--- src/rtl/time_display_scanner_if.sv ---
// time_display_scanner_if
// Bundles the capture handshake and the multiplexed display drive of the
// time display scanner.
//   load     : single-cycle strobe, samples min_in/sec_in
//   min_in   : minutes, binary 0..127
//   sec_in   : seconds, binary 0..127
//   colon_en : lights the decimal point on digit 2
//   busy     : conversion in progress
//   done     : one-cycle pulse when new digits are committed
//   seg      : segments {g,f,e,d,c,b,a}, active-low
//   dp       : decimal point, active-low
//   an       : digit enables, active-low
// The master modport is the time counter / board side, the slave modport
// is the scanner itself.
interface time_display_scanner_if;
  logic       load;
  logic [6:0] min_in;
  logic [6:0] sec_in;
  logic       colon_en;
  logic       busy;
  logic       done;
  logic [6:0] seg;
  logic       dp;
  logic [3:0] an;

  modport master (
    output load, min_in, sec_in, colon_en,
    input  busy, done, seg, dp, an
  );

  modport slave (
    input  load, min_in, sec_in, colon_en,
    output busy, done, seg, dp, an
  );
endinterface

--- src/rtl/time_display_scanner.sv ---
// time_display_scanner
// Captures binary minutes/seconds on a load strobe, converts both to two
// BCD digits each with a sequential shift-add-3 engine, and drives a
// 4-digit multiplexed common-anode seven-segment display. Values above 99
// are shown as dashes.
// Ports:
//   clk : system clock
//   rst : asynchronous, active-high reset
//   bus : time_display_scanner_if.slave (load/min_in/sec_in/colon_en in,
//         busy/done/seg/dp/an out)
// Parameter:
//   SCAN_DIV : clock cycles per digit scan slot (>= 4)
module time_display_scanner #(
  parameter int SCAN_DIV = 50000
) (
  input logic clk,
  input logic rst,
  time_display_scanner_if.slave bus
);

  localparam int DIV_W = (SCAN_DIV > 1) ? $clog2(SCAN_DIV) : 1;
  localparam logic [DIV_W-1:0] DIV_LAST = DIV_W'(SCAN_DIV - 1);
  localparam logic [3:0] DASH = 4'hA;

  typedef enum logic [1:0] {IDLE, SHIFT, COMMIT} state_t;

  state_t          state;
  logic [6:0]      min_val, sec_val;
  logic [6:0]      min_sh, sec_sh;
  logic [6:0]      pend_min, pend_sec;
  logic            pending;
  logic [7:0]      min_bcd, sec_bcd;
  logic [2:0]      iter;
  logic [3:0][3:0] digits;
  logic            busy_r, done_r;

  logic [DIV_W-1:0] div_cnt;
  logic [1:0]       idx;
  logic [6:0]       seg_r;
  logic             dp_r;
  logic [3:0]       an_r;
  logic             blank;

  // Where the next conversion takes its operands when leaving COMMIT:
  // a load arriving in the COMMIT cycle is newer than anything pending.
  logic [6:0] next_min, next_sec;

  assign next_min = bus.load ? bus.min_in : pend_min;
  assign next_sec = bus.load ? bus.sec_in : pend_sec;

  // One double-dabble iteration: correct both nibbles, then shift the
  // next binary bit in. The hundreds carry is dropped on purpose; values
  // that need it are replaced by dashes at commit time.
  function automatic logic [7:0] dabble_step(input logic [7:0] bcd,
                                              input logic bit_in);
    logic [7:0] adj;
    adj = bcd;
    if (adj[3:0] >= 4'd5) adj[3:0] = adj[3:0] + 4'd3;
    if (adj[7:4] >= 4'd5) adj[7:4] = adj[7:4] + 4'd3;
    return {adj[6:0], bit_in};
  endfunction

  function automatic logic [6:0] seg_code(input logic [3:0] d);
    case (d)
      4'd0:    seg_code = 7'b1000000;
      4'd1:    seg_code = 7'b1111001;
      4'd2:    seg_code = 7'b0100100;
      4'd3:    seg_code = 7'b0110000;
      4'd4:    seg_code = 7'b0011001;
      4'd5:    seg_code = 7'b0010010;
      4'd6:    seg_code = 7'b0000010;
      4'd7:    seg_code = 7'b1111000;
      4'd8:    seg_code = 7'b0000000;
      4'd9:    seg_code = 7'b0010000;
      default: seg_code = 7'b0111111;
    endcase
  endfunction

  // Capture/convert FSM. Display digits are only written in COMMIT so the
  // scanner never shows a half-converted value. Loads seen while busy go
  // into a single pending slot, newest wins.
  always_ff @(posedge clk or posedge rst) begin
    if (rst) begin
      state    <= IDLE;
      min_val  <= '0;
      sec_val  <= '0;
      min_sh   <= '0;
      sec_sh   <= '0;
      pend_min <= '0;
      pend_sec <= '0;
      pending  <= 1'b0;
      min_bcd  <= '0;
      sec_bcd  <= '0;
      iter     <= '0;
      digits   <= '0;
      busy_r   <= 1'b0;
      done_r   <= 1'b0;
    end else begin
      done_r <= 1'b0;
      case (state)
        IDLE: begin
          if (bus.load) begin
            min_val <= bus.min_in;
            sec_val <= bus.sec_in;
            min_sh  <= bus.min_in;
            sec_sh  <= bus.sec_in;
            min_bcd <= '0;
            sec_bcd <= '0;
            iter    <= '0;
            busy_r  <= 1'b1;
            state   <= SHIFT;
          end
        end
        SHIFT: begin
          if (bus.load) begin
            pend_min <= bus.min_in;
            pend_sec <= bus.sec_in;
            pending  <= 1'b1;
          end
          min_bcd <= dabble_step(min_bcd, min_sh[6]);
          sec_bcd <= dabble_step(sec_bcd, sec_sh[6]);
          min_sh  <= {min_sh[5:0], 1'b0};
          sec_sh  <= {sec_sh[5:0], 1'b0};
          iter    <= iter + 3'd1;
          if (iter == 3'd6) state <= COMMIT;
        end
        COMMIT: begin
          digits[0] <= (sec_val > 7'd99) ? DASH : sec_bcd[3:0];
          digits[1] <= (sec_val > 7'd99) ? DASH : sec_bcd[7:4];
          digits[2] <= (min_val > 7'd99) ? DASH : min_bcd[3:0];
          digits[3] <= (min_val > 7'd99) ? DASH : min_bcd[7:4];
          done_r    <= 1'b1;
          if (bus.load || pending) begin
            min_val <= next_min;
            sec_val <= next_sec;
            min_sh  <= next_min;
            sec_sh  <= next_sec;
            min_bcd <= '0;
            sec_bcd <= '0;
            iter    <= '0;
            pending <= 1'b0;
            state   <= SHIFT;
          end else begin
            busy_r <= 1'b0;
            state  <= IDLE;
          end
        end
        default: state <= IDLE;
      endcase
    end
  end

  assign blank = (div_cnt == DIV_LAST);

  // Display scan. The last divider cycle of every slot is blanked so the
  // previous digit's segments do not ghost onto the next anode.
  always_ff @(posedge clk or posedge rst) begin
    if (rst) begin
      div_cnt <= '0;
      idx     <= '0;
      seg_r   <= 7'b1111111;
      dp_r    <= 1'b1;
      an_r    <= 4'b1111;
    end else begin
      an_r  <= blank ? 4'b1111 : ~(4'b0001 << idx);
      seg_r <= blank ? 7'b1111111 : seg_code(digits[idx]);
      dp_r  <= ~((idx == 2'd2) && bus.colon_en && !blank);
      if (blank) begin
        div_cnt <= '0;
        idx     <= idx + 2'd1;
      end else begin
        div_cnt <= div_cnt + 1'b1;
      end
    end
  end

  assign bus.busy = busy_r;
  assign bus.done = done_r;
  assign bus.seg  = seg_r;
  assign bus.dp   = dp_r;
  assign bus.an   = an_r;

endmodule

--- src/flat_wrapper.sv ---
// flat-port wrapper written by rule: the top's interface ports become plain ports
module time_display_scanner_flat 
#(
  parameter int SCAN_DIV = 50000
)
  (clk, rst, bus_load, bus_min_in, bus_sec_in, bus_colon_en, bus_busy, bus_done, bus_seg, bus_dp, bus_an);
  time_display_scanner_if bus_i ();
  input logic clk;
  input logic rst;
  input wire logic [$bits(bus_i.load)-1:0] bus_load;
  input wire logic [$bits(bus_i.min_in)-1:0] bus_min_in;
  input wire logic [$bits(bus_i.sec_in)-1:0] bus_sec_in;
  input wire logic [$bits(bus_i.colon_en)-1:0] bus_colon_en;
  output wire logic [$bits(bus_i.busy)-1:0] bus_busy;
  output wire logic [$bits(bus_i.done)-1:0] bus_done;
  output wire logic [$bits(bus_i.seg)-1:0] bus_seg;
  output wire logic [$bits(bus_i.dp)-1:0] bus_dp;
  output wire logic [$bits(bus_i.an)-1:0] bus_an;
  assign bus_i.load = bus_load;
  assign bus_i.min_in = bus_min_in;
  assign bus_i.sec_in = bus_sec_in;
  assign bus_i.colon_en = bus_colon_en;
  assign bus_busy = bus_i.busy;
  assign bus_done = bus_i.done;
  assign bus_seg = bus_i.seg;
  assign bus_dp = bus_i.dp;
  assign bus_an = bus_i.an;
  time_display_scanner #(.SCAN_DIV(SCAN_DIV)) u_core (.clk(clk), .rst(rst), .bus(bus_i));
endmodule
--- config.mk ---
export PLATFORM = sky130hd
export DESIGN_NAME = time_display_scanner_flat
export DESIGN_NICKNAME = d
export VERILOG_FILES = /design/src/rtl/time_display_scanner_if.sv /design/src/rtl/time_display_scanner.sv /design/src/flat_wrapper.sv
export SDC_FILE = /design/constraint.sdc
export NUM_CORES = 1
export LEC_CHECK = 0
export ABC_AREA = 1
export CAP_MARGIN = 20
export CORE_AREA = 4 4 103 115
export DETAILED_ROUTE_END_ITERATION = 6
export DIE_AREA = 0 0 107 119
export PLACE_DENSITY_LB_ADDON = 0.3
export RECOVER_POWER = 25
export SETUP_SLACK_MARGIN = 0.15
export SYNTH_ARGS = -nofsm -noshare
export SYNTH_HDL_FRONTEND = slang
export SYNTH_SLANG_ARGS = --single-unit
--- constraint.sdc ---
create_clock -name clk -period 3.2 [get_ports clk]
set_input_delay 0.64 -clock clk [delete_from_list [all_inputs] [get_ports clk]]
set_output_delay 0.64 -clock clk [all_outputs]
set_load 0.01 [all_outputs]
# Word-level counts from Yosys, hierarchy flattened

Memories as Yosys holds them, arrays and structs flattened.
Cells that the tools add are included.

Register bits: 112
Memory bits (read-only): 112
Input port bits: 18
Output and inout port bits: 14
Word-level logic and storage cells: 103
Memories kept: 1

Add/sub/neg operators: 7
Magnitude comparators: 7
Equal/unequal tests: 10
Shift-type cells: 1
Multiplexer cells: 40
Bitwise gates (word level): 2
Reductions and logical operators: 13

Memory list:

| name             | words | bits a word | rd ports | clocked after Yosys merged registers in | write ports | RTL line                   | RTL |
|---|---|---|---|---|---|---|---|
| (name not given) | 16    | 7           | 1        | 0                                       | 0           | time_display_scanner.sv:64 | `case (d)` |

Operators by type and width:

| kind                                                                  | number |
|---|---|
| 7-bit 2-to-1 mux                                                      | 7 |
| 8-bit one-hot mux with 3 select lines                                 | 2 |
| 7-bit one-hot mux with 3 select lines                                 | 2 |
| 4-bit 2-to-1 mux                                                      | 8 |
| 7-bit one-hot mux with 2 select lines                                 | 2 |
| 16-bit by 1-bit adder with 16-bit output, second input constant       | 1 |
| 16-bit equality test, second input constant                           | 1 |
| 4-bit by 3-bit >= comparator with 1-bit output, second input constant | 4 |
| 16-bit 2-to-1 mux                                                     | 1 |
| 8-bit 2-to-1 mux                                                      | 2 |
| 7-bit greater-than comparator, second input constant                  | 2 |
| 3-bit 2-to-1 mux                                                      | 4 |
| 3-bit AND reduction                                                   | 4 |
| 3-bit one-hot mux with 3 select lines                                 | 1 |
| 4-bit by 2-bit adder with 4-bit output, second input constant         | 2 |
| 4-bit binary-select mux with 2-bit select                             | 1 |
| 3-bit by 2-bit adder with 3-bit output, second input constant         | 2 |
| 2-bit != test, second input constant                                  | 3 |
| 2-bit one-hot mux with 3 select lines                                 | 1 |
| 1-bit 2-to-1 mux                                                      | 5 |
| 2-bit equality test, second input constant                            | 2 |
| 2-bit 2-to-1 mux                                                      | 2 |
| 2-bit by 1-bit != test with 1-bit output, second input constant       | 2 |
| 4-bit inverter                                                        | 1 |
| other kinds (15)                                                      | 18 |

# Longest topological paths before layout

Gate-level depths: netlist (run 1).

Word-level depth: 4
Mapped depth: 11
Depth with buffers taken out: 10

# Least setup slack after synthesis (run 1)

Ideal clock, no wire load.

Path kind: reg-to-reg
From: register u_core.state[0]
To: register u_core.min_val[5]
Library setup time: 0.126 ns
Arrival time: 1.468 ns
Data required time: 3.074 ns
Setup slack: 1.606 ns
Stages on the path, launching flop included: 8
Buffers on the path: 2
Clock period less this slack: 1.594 ns
Path through: dfrtp_1 -> inv_1 -> ha_1 -> buf_6 -> or2_4 -> a21oi_4 -> buf_6 -> o21ai_0

Word-level cells in the longest chain between the ends: 3
Elaborated cells between the ends (all ways): 7
Classes of those cells: 3 x eq/ne; 1 x mux; 3 x reduce/logical

RTL lines:

| item                                                                              | RTL line                    | RTL |
|---|---|---|
| start, declared                                                                   | time_display_scanner.sv:27  | `state_t state;` |
| start signal, assigned                                                            | time_display_scanner.sv:84  | `state <= IDLE;` |
| start signal, assigned                                                            | time_display_scanner.sv:111 | `state <= SHIFT;` |
| start signal, assigned                                                            | time_display_scanner.sv:125 | `if (iter == 3'd6) state <= COMMIT;` |
| 2-bit equality test or 2-bit logical NOT (tied branches)                          | time_display_scanner.sv:100 | `case (state)` |
| 2-bit by 1-bit != test with 1-bit output (no source line) (tied with other cells) | -                           |  |
| 3-bit AND reduction (no source line)                                              | -                           |  |
| end signal, assigned                                                              | time_display_scanner.sv:103 | `min_val <= bus.min_in;` |
| end signal, assigned                                                              | time_display_scanner.sv:134 | `min_val <= next_min;` |
| end, declared                                                                     | time_display_scanner.sv:28  | `logic [6:0] min_val, sec_val;` |

Parallel ways exist; a longest one is shown, timed or not.
A chain may end at the register's enable or synchronous reset.

# Worst setup path after layout (run 1)

From: register u_core.state[0]
To: register u_core.sec_sh[1]

Word-level cells in the longest chain between the ends: 3
Elaborated cells between the ends (all ways): 8
Classes of those cells: 4 x eq/ne; 1 x mux; 3 x reduce/logical

RTL lines:

| item                                                                              | RTL line                    | RTL |
|---|---|---|
| 2-bit equality test (tied with other cells)                                       | time_display_scanner.sv:100 |  |
| 2-bit by 1-bit != test with 1-bit output (no source line) (tied with other cells) | -                           |  |
| 3-bit AND reduction (no source line)                                              | -                           |  |
| end signal, assigned                                                              | time_display_scanner.sv:106 | `sec_sh <= bus.sec_in;` |
| end signal, assigned                                                              | time_display_scanner.sv:123 | `sec_sh <= {sec_sh[5:0], 1'b0};` |
| end signal, assigned                                                              | time_display_scanner.sv:137 | `sec_sh <= next_sec;` |
| end, declared                                                                     | time_display_scanner.sv:29  | `logic [6:0] min_sh, sec_sh;` |

Parallel ways exist; a longest one is shown, timed or not.

==> metrics.cfg, run 1 <==
[job]
drv_cap=0

[floorplanning]
core_area_mm2=0.01071
die_y_um=119
start_util_pct=52.68
pin_count=32
die_width_um=107
dieArea_mm2=0.01273
row_count=40

[pwr]
ir_drop_uv=465.0
p_per_area_mw_per_mm2=820.2
leakagePower_nw=3.020
power_mw=5.202

[timing]
drv_slew=0
fmax_ghz=0.3882
max_slew_margin_pct=24.06
setup_viol_count_final=0
final.setup.worst_slack_ns=0.6237
final_hold_viol_count=0
tns_ns=0
worst_pin_slew_ns=1.133
finClkSkew_ns=0.007536
period_share_pct=80.51
min_period_ns=2.576
rsz0062_at_grt=false

[yosys]
syn_avg_cell_area_um2=8.200
synthTopCellsByArea=dfrtp_1, nand2_1, inv_1
async_flop_share_pct=100.0
synth.most_common_cell=nand2_1
synth_top_area_share_pct=42.58
synthFlopType=dfrtp_1
synthCells=688
syn-num-nets=732
yosysUniqueCellTypes=31
synth_common_cells=nand2_1, dfrtp_1, inv_1
ys_warn_count=0
seq_area_frac_synth_pct=48.17
netlist_area_mm2=0.005642
ys_seq_elements=108
yosys.area.top_type=dfrtp_1
synth_edf_count=0

[final_layout]
fillCellCount=998
drive_gt1_share_pct=6.443
nets=753
diodes=0
area_growth_pct=12.42

[cts]
cts_root_buffer=clkbuf_16
cts_buffers=9
cts_hold_buf=0
clk_latency_ns=0.35
htree_num_levels=3
cts.sinks=108
post_cts_buffers=0
ctsResizeCount=0
cts_buffer_depth=2
cts_tree=built
path_clk_slew_ns=0.07

[grt]
grt_start_max_net_pins=61
grt_pass1_vias=4410
grt_first_pass_wirelength_um=20010
antenna_found_initial=0
overflow=0
grt_usage_pct=19.39

[setup_path]
critPathLaunch=u_core.state[0]
endpoint_kind=flip-flop
cp-start-kind=flip-flop
worstPathArrival_ns=2.81
crit_fanout=28
reg2reg_setup_slack_ns=0.62
crit_type=reg -> reg
r2r_start=u_core.state[0]
ff2ff_path_depth=7
r2r-end=u_core.sec_sh[1]
required_ns=3.43

[placed_design]
dp_slack_ns=0.6657
port_buffers=31
hpwl_um=7945
gp_congestion=0.8745

[min_path]
min_to=u_core.sec_sh[6]
hold_class=reg -> reg
min_path_cells=2
min_from=u_core.sec_sh[6]

[detailed_routing]
drt-total-wl_um=11450
drt-initial-drc-count=200
vias_per_cell=5.231
wire_per_inst_um=13.30
dr.pass1.iters=6
vias=4504
ant_nets=0
drc=0

[outcome]
status=completed

==> per-stage QoR <==
stage	util, %	instances	area, um^2	hold WS, ns
2_1_floorplan	-	688	5645	0.4494
3_3_place_gp	56.51	845	6052	0.4629
3_5_place_dp	56.51	845	6052	0.4657
4_1_cts	59.26	861	6347	0.4868
5_1_grt	59.22	861	6342	0.5015
6_report	59.22	861	6342	0.4839
==> layer usage <==
metal	track usage [%]	wire length [um]	part of all wire (%)
met1	23.95	5057	44
met2	33.07	5807	51
met3	3.902	380	3.3
met4	7.914	207	1.8
met5	0	0	0
==> flip-flops by register name, summed over array words and instances, names as in the netlist, 3 cells and up <==
register	cells
u_core.bus.an	4
u_core.bus.seg	7
u_core.digits	16
u_core.div_cnt	16
u_core.iter	3
u_core.min_bcd	8
u_core.min_sh	7
u_core.min_val	5
u_core.pend_min	7
u_core.pend_sec	7
u_core.sec_bcd	8
u_core.sec_sh	7
u_core.sec_val	5
==> area by class of cell <==
class	instances	area, um^2	share of cell area, %
sequential	108	2718	42.85
multi-input combinational	462	2432	38.35
timing repair buffer	37	367.9	5.800
inverter	91	345.3	5.445
clock buffer	12	246.5	3.886
tap	147	183.9	2.900
clock inverter	4	48.80	0.7694
==> worst max-delay path by stage <==
stage                                   end  slack (ns)
final                      u_core.sec_sh[1]        0.62
after global routing       u_core.sec_sh[2]        0.34
after CTS                 u_core.sec_bcd[7]        0.91
after detailed placement  u_core.min_bcd[2]        0.67
after floorplan             u_core.bus.busy        1.27
after global placement    u_core.min_bcd[2]        0.73
==> logic make-up after synthesis <==
logic type | after synthesis | share of synthesized area (%)
simple gates | 290 | 21.34
fa+ha+maj | 26 | 5.766
flops | 108 | 48.17
xor+xnor | 13 | 2.018
compound gates | 133 | 13.99
buf+inv | 118 | 8.716
==> cell usage in the layout (no fill, tap or decap), types with 9 or more instances in the layout <==
cell type	count
nand2_1	179
dfrtp_1	96
inv_1	86
o21ai_0	65
nand3_1	59
nor2_1	42
clkdlybuf4s50_1	30
o211ai_1	28
ha_1	26
a21oi_1	17
dfstp_2	12
xor2_1	11
clkbuf_16	9
==> power breakdown <==
part	switching [mW]	internal [mW]	total [mW]	leakage (nW)
Sequential	0.219	1.83	2.05	1.36
Clock	0.492	0.628	1.12	0.147
Combinational	1.29	0.744	2.04	1.51
Total	2.00	3.20	5.20	3.02
==> worst max-delay path: stages (launching register included) <==
cell      delay (ns)
dfrtp_1         0.42
inv_1           0.11
ha_1            0.78
nand2_1         0.29
nand3_4         0.33
inv_2           0.27
o211ai_1        0.17
nand2_1         0.08
(Power assumes the default switching activity.)
==> run 2: changes to the inputs <==
==> constraint.sdc (replaced) <==
create_clock -name clk -period 2.22 [get_ports clk]
set_input_delay 0.444 -clock clk [delete_from_list [all_inputs] [get_ports clk]]
set_output_delay 0.444 -clock clk [all_outputs]
set_load 0.01 [all_outputs]
==> run 2 against run 1 <==
Clock power up 53%. Hold slack got worse by 0.0050 ns. Clock skew is 0.0022 ns higher. Flip-flop and latch count is the same. Critical path type is now reg -> out.
==> metrics.cfg, run 2 (same netlist as run 1, synthesis figures left out) <==
[cts]
post_cts_buffers=0  ; unchanged
cts_tree=built
cts_buffer_depth=2  ; unchanged
ctsResizeCount=0  ; unchanged
path_clk_slew_ns=0.07  ; about the same
htree_num_levels=3  ; unchanged
cts_root_buffer=clkbuf_16
clk_latency_ns=0.36  ; about the same
cts_hold_buf=0  ; unchanged
cts_buffers=9  ; unchanged
cts.sinks=108  ; unchanged

[detailed_routing]
drt-initial-drc-count=180  ; -10%
wire_per_inst_um=13.16  ; -1.1%
vias=4527  ; +0.51%
drt-total-wl_um=11400  ; -0.51%
vias_per_cell=5.227  ; about the same
dr.pass1.iters=5  ; -1
drc=0  ; unchanged
ant_nets=0  ; unchanged

[timing]
final_hold_viol_count=0  ; unchanged
finClkSkew_ns=0.009739  ; +0.002203 ns
worst_pin_slew_ns=0.7800  ; -0.3528 ns
setup_viol_count_final=0  ; unchanged
drv_slew=0  ; unchanged
hold_slack_ns=0.4789  ; -0.004983 ns
min_period_ns=1.841
final.setup.worst_slack_ns=0.3789  ; -0.2448 ns
tns_ns=0  ; unchanged
fmax_ghz=0.5432
rsz0062_at_grt=false
period_share_pct=82.93
max_slew_margin_pct=47.71  ; +24 points

[setup_path]
crit_type=reg -> out
crit_fanout=1  ; -96%
reg2reg_setup_slack_ns=0.44  ; -0.18 ns
ff2ff_path_depth=6  ; -1
worst_path_max_delay_cell=clkdlybuf4s50_1
r2r-end=u_core.digits[15]
crit_chain=clkdlybuf4s50_1
required_ns=1.78  ; -1.65 ns
cp-start-kind=flip-flop
r2r_start=u_core.state[0]
worstPathArrival_ns=1.40  ; -1.41 ns
path_buf_inv=1  ; -1
cp_top_family=buffers and inverters
endpoint_kind=output pin
slowest_delay_ns=0.53  ; -0.25 ns

[min_path]
min_path_cells=1  ; -1
hold_class=reg -> reg
min_from=u_core.div_cnt[0]
min_to=u_core.div_cnt[0]

[floorplanning]
die_width_um=107  ; unchanged
core_area_mm2=0.01071  ; unchanged
pin_count=32  ; unchanged
start_util_pct=52.68  ; unchanged
row_count=40  ; unchanged
dieArea_mm2=0.01273  ; unchanged
die_y_um=119  ; unchanged

[grt]
overflow=0  ; unchanged
grt_pass1_vias=4591  ; +4.1%
grt_first_pass_wirelength_um=20090  ; +0.37%
antenna_found_initial=0  ; unchanged
grt_usage_pct=19.25  ; -0.15 points
grt_start_max_net_pins=51  ; -16%

[final_layout]
area_growth_pct=13.79
mostFrequentLayoutCells=nand2_1, dfrtp_1, inv_1, o21ai_0, nand3_1
reg.largest.list=u_core.digits x16, u_core.div_cnt x16
fin_util_pct=59.94  ; +0.72 points
nets=759  ; +0.80%
diodes=0  ; unchanged
finalNonFillerCells=866  ; +0.58%
finalInstanceArea_mm2=0.006420  ; +1.2%
drive_gt1_share_pct=7.371  ; +0.93 points
fillCellCount=969  ; -2.9%
final_common_cell=nand2_1

[placed_design]
place_inst=851  ; +0.71%
gp_congestion=0.8254  ; -5.6%
hpwl_um=7972  ; +0.34%
dp_slack_ns=0.1660  ; -0.4998 ns
dpl_cell_area_mm2=0.006135  ; +1.4%
port_buffers=31  ; unchanged

[outcome]
status=completed

[pwr]
p_per_area_mw_per_mm2=1201  ; +46%
ir_drop_uv=1117  ; +140%
power_mw=7.708  ; +48%
leakagePower_nw=3.060  ; +1.3%

[job]
drv_cap=0  ; unchanged

-- run 2: per-layer routing --
metal / vias up / track usage (%) / part of all wire [%]
met5: - / 0 / 0
met4: 0 / 8.953 / 2.0
met3: 16 / 3.198 / 3.1
met2: 81 / 34.49 / 52
met1: 2158 / 22.23 / 43
li1: 2272 / - / -
-- run 2: cell type report --
class | count | area, um^2 | area share (%)
inverter | 91 | 345.3 | 5.379
timing repair buffer | 43 | 425.4 | 6.626
tap | 147 | 183.9 | 2.865
clock inverter | 6 | 90.09 | 1.403
sequential | 108 | 2718 | 42.33
multi-input combinational | 462 | 2432 | 37.89
clock buffer | 9 | 225.2 | 3.508
-- run 2: worst register-to-register path, delay by kind of cell, from the launching register on --
kind / cells / cell delay (ns)
adders and majority gates: 1 / 0.25
AOI/OAI and AO/OA: 1 / 0.16
DFF: 1 / 0.42
and+or+nand+nor: 1 / 0.08
buffers and inverters: 3 / 0.79
-- run 2: worst max path at each step --
| stage | cells past startpoint | from | to |
|---|---|---|---|
| 6_report | 1 | u_core.bus.seg[3] | bus_seg[3] |
| 5_1_grt | 3 | rst | u_core.digits[9] |
| 4_1_cts | 1 | u_core.bus.seg[3] | bus_seg[3] |
| 3_5_place_dp | 7 | bus_load | u_core.min_sh[4] |
| 3_3_place_gp | 7 | bus_load | u_core.sec_sh[6] |
| 2_1_floorplan | 1 | rst | u_core.bus.busy |
-- run 2: power by group --
group,switching [mW],internal [mW],leakage [nW],total [mW]
combinational,1.89,1.15,1.55,3.04
sequential,0.324,2.63,1.36,2.96
clock,0.725,0.984,0.151,1.71
total,2.94,4.76,3.06,7.71
==> run 3: changes to the inputs <==
--- a/config.mk
+++ b/config.mk
@@ -7,9 +7,9 @@
 export LEC_CHECK = 0
 export ABC_AREA = 1
 export CAP_MARGIN = 20
-export CORE_AREA = 4 4 103 115
+export CORE_AREA = 4 4 98 109
 export DETAILED_ROUTE_END_ITERATION = 6
-export DIE_AREA = 0 0 107 119
+export DIE_AREA = 0 0 102 113
 export PLACE_DENSITY_LB_ADDON = 0.3
 export RECOVER_POWER = 25
 export SETUP_SLACK_MARGIN = 0.15
==> constraint.sdc (replaced) <==
create_clock -name clk -period 1.75 [get_ports clk]
set_input_delay 0.35 -clock clk [delete_from_list [all_inputs] [get_ports clk]]
set_output_delay 0.35 -clock clk [all_outputs]
set_load 0.01 [all_outputs]
==> run 3 against run 2 <==
Critical path depth up 6. Sequential power grew 27%. Register-to-register slack got worse by 0.34 ns. Routed wire length up 9.8%. Clock power down 11%. Flip-flop and latch count stayed put. Hold slack improved by 0.0068 ns. Non-clock buffer count is 21 higher. Clock skew barely moved. Combinational power increased by 64%. Clock-buffer cell count up 3. Via count up 5.7%. Largest power group unchanged. Highest routed layer unchanged.
==> metrics.cfg, run 3 (same netlist as run 1, synthesis figures left out) <==
[floorplanning]
core_area_mm2=0.009699  ; -9.4%
row_count=38  ; -5.0%
dieArea_mm2=0.01153  ; -9.5%
pin_count=32  ; unchanged
start_util_pct=58.17  ; +5.5 points
die_y_um=113  ; -5.0%
die_width_um=102  ; -4.7%

[final_layout]
fillCellCount=768  ; -21%
regArea_mm2=0.002719  ; about the same
drive_gt1_share_pct=13.21  ; +5.8 points
final_common_cell=nand2_1
mostFrequentLayoutCells=nand2_1, dfrtp_1, inv_1, nand3_1, o21ai_0
nets=781  ; +2.9%
area_growth_pct=17.32
multiInputGateArea_mm2=0.002532  ; +4.1%
diodes=0  ; unchanged
reg.largest.list=u_core.digits x16, u_core.div_cnt x16

[detailed_routing]
wire_per_inst_um=14.52  ; +10%
vias_per_cell=5.553  ; +6.2%
drt-initial-drc-count=283  ; +57%
vias=4787  ; +5.7%
dr.pass1.iters=5  ; unchanged
met2WireLength_um=6482  ; +9.7%
drt-total-wl_um=12510  ; +9.8%
met3_length_um=559  ; +59%
ant_nets=0  ; unchanged
top_layer=met4
wl_met1_um=5033  ; +2.7%
drc=0  ; unchanged

[setup_path]
crit_type=reg -> reg
endpoint_kind=flip-flop
required_ns=2.00  ; +0.22 ns
crit_fanout=5  ; +4
critPathLaunch=u_core.state[1]
worstPathArrival_ns=1.91  ; +0.51 ns
cp-start-kind=flip-flop
r2r_start=u_core.state[1]

[outcome]
status=completed

[timing]
max_slew_margin_pct=30.92  ; -17 points
final_hold_viol_count=0  ; unchanged
drv_slew=0  ; unchanged
fmax_ghz=0.6050
worst_pin_slew_ns=1.036  ; +0.2561 ns
finClkSkew_ns=0.009855  ; +0.0001163 ns
rsz0062_at_grt=true
setup_viol_count_final=0  ; unchanged
tns_ns=0  ; unchanged
final.setup.worst_slack_ns=0.09710  ; -0.2818 ns
period_share_pct=94.45
hold_slack_ns=0.4857  ; +0.006773 ns
min_period_ns=1.653

[min_path]
hold_class=in -> reg
min_from=bus_colon_en

[cts]
clk_latency_ns=0.37  ; about the same
cts_hold_buf=0  ; unchanged
cts_buffer_depth=2  ; unchanged
cts_root_buffer=clkbuf_8
htree_num_levels=3  ; unchanged
path_clk_slew_ns=0.10  ; +0.03 ns
cts.sinks=108  ; unchanged
cts_buffers=9  ; unchanged
cts_tree=built

[pwr]
p_per_area_mw_per_mm2=1555  ; +30%
ir_drop_uv=921.8  ; -17%
leakagePower_nw=3.183  ; +4.0%

[grt]
grt_pass1_vias=4688  ; +2.1%
grt_first_pass_wirelength_um=20460  ; +1.9%
grt_usage_pct=21.68  ; +2.4 points
overflow=0  ; unchanged
grt_start_max_net_pins=68  ; +33%
antenna_found_initial=0  ; unchanged

[placed_design]
dp_slack_ns=-0.1135  ; -0.2795 ns
gp_congestion=0.8366  ; +1.4%
port_buffers=31  ; unchanged
hpwl_um=8044  ; +0.91%

[job]
drv_cap=0  ; unchanged

run 3: cell count changes in the layout (fill, tap and decap cells not counted), sizes merged:
cell,before,now
dlymetal6s2s,0,1
clkbuf,11,18
dlygate4sd2,0,13
clkinv,3,1
clkdlybuf4s50,30,16
clkinvlp,2,4
buf,10,27
bufinv,2,1
run 3: final cells by class:
cell class,instances,area share (%)
inverters,91,5.274
repair buffers,64,10.19
flip-flops and latches,108,41.08
multi-input cells,462,38.26
clock inverters,4,0.7750
clock buffers,12,2.042
repair inverters,1,0.1134
well taps,120,2.268
run 3: final timing paths:
kind                                     endpoint  slack (ns)  cells past startpoint
worst max-delay path            u_core.sec_val[3]         0.1                      7
worst min-delay path                u_core.bus.dp        0.49                      2
worst max register to register  u_core.sec_val[3]         0.1                      7
worst min register to register   u_core.min_sh[6]        0.49                      2
max in group asynchronous        u_core.min_sh[5]        0.33                      3
min in group asynchronous         u_core.state[0]        0.76                      3
run 3: timing repair:
| item | in CTS | in global routing |
|---|---|---|
| cloned | 0 | 5 |
| setup buffers | 0 | 9 |
| pin swaps | 0 | 7 |
| endpoints found under the setup margin | 21 | 57 |
| resized for setup | 16 | 39 |
run 3: critical path, stage by stage, from the launching register on:
cell	delay [ns]
dfrtp_1	0.45
buf_6	0.15
ha_4	0.16
or2_4	0.27
a21oi_4	0.15
buf_12	0.14
clkbuf_16	0.14
o21ai_0	0.07
run 3: per-layer routing:
metal | vias to the layer above | GRT usage [%]
met3 | 42 | 2.959
met5 | - | 0
met1 | 2289 | 25.69
li1 | 2319 | -
met4 | 0 | 10.15
met2 | 137 | 38.36
run 3: stage by stage:
step,util (%),instance area [um^2],total power [mW],cells
2_1_floorplan,-,5645,6.644,688
3_3_place_gp,63.91,6198,7.770,832
3_5_place_dp,63.91,6198,7.962,832
4_1_cts,65.70,6372,9.423,848
5_1_grt,68.24,6619,11.09,862
6_report,68.24,6619,10.29,862
run 3: power breakdown:
| group | switching, mW | internal, mW |
|---|---|---|
| clock network | 0.847 | 0.668 |
| logic | 2.86 | 2.14 |
| registers | 0.440 | 3.33 |
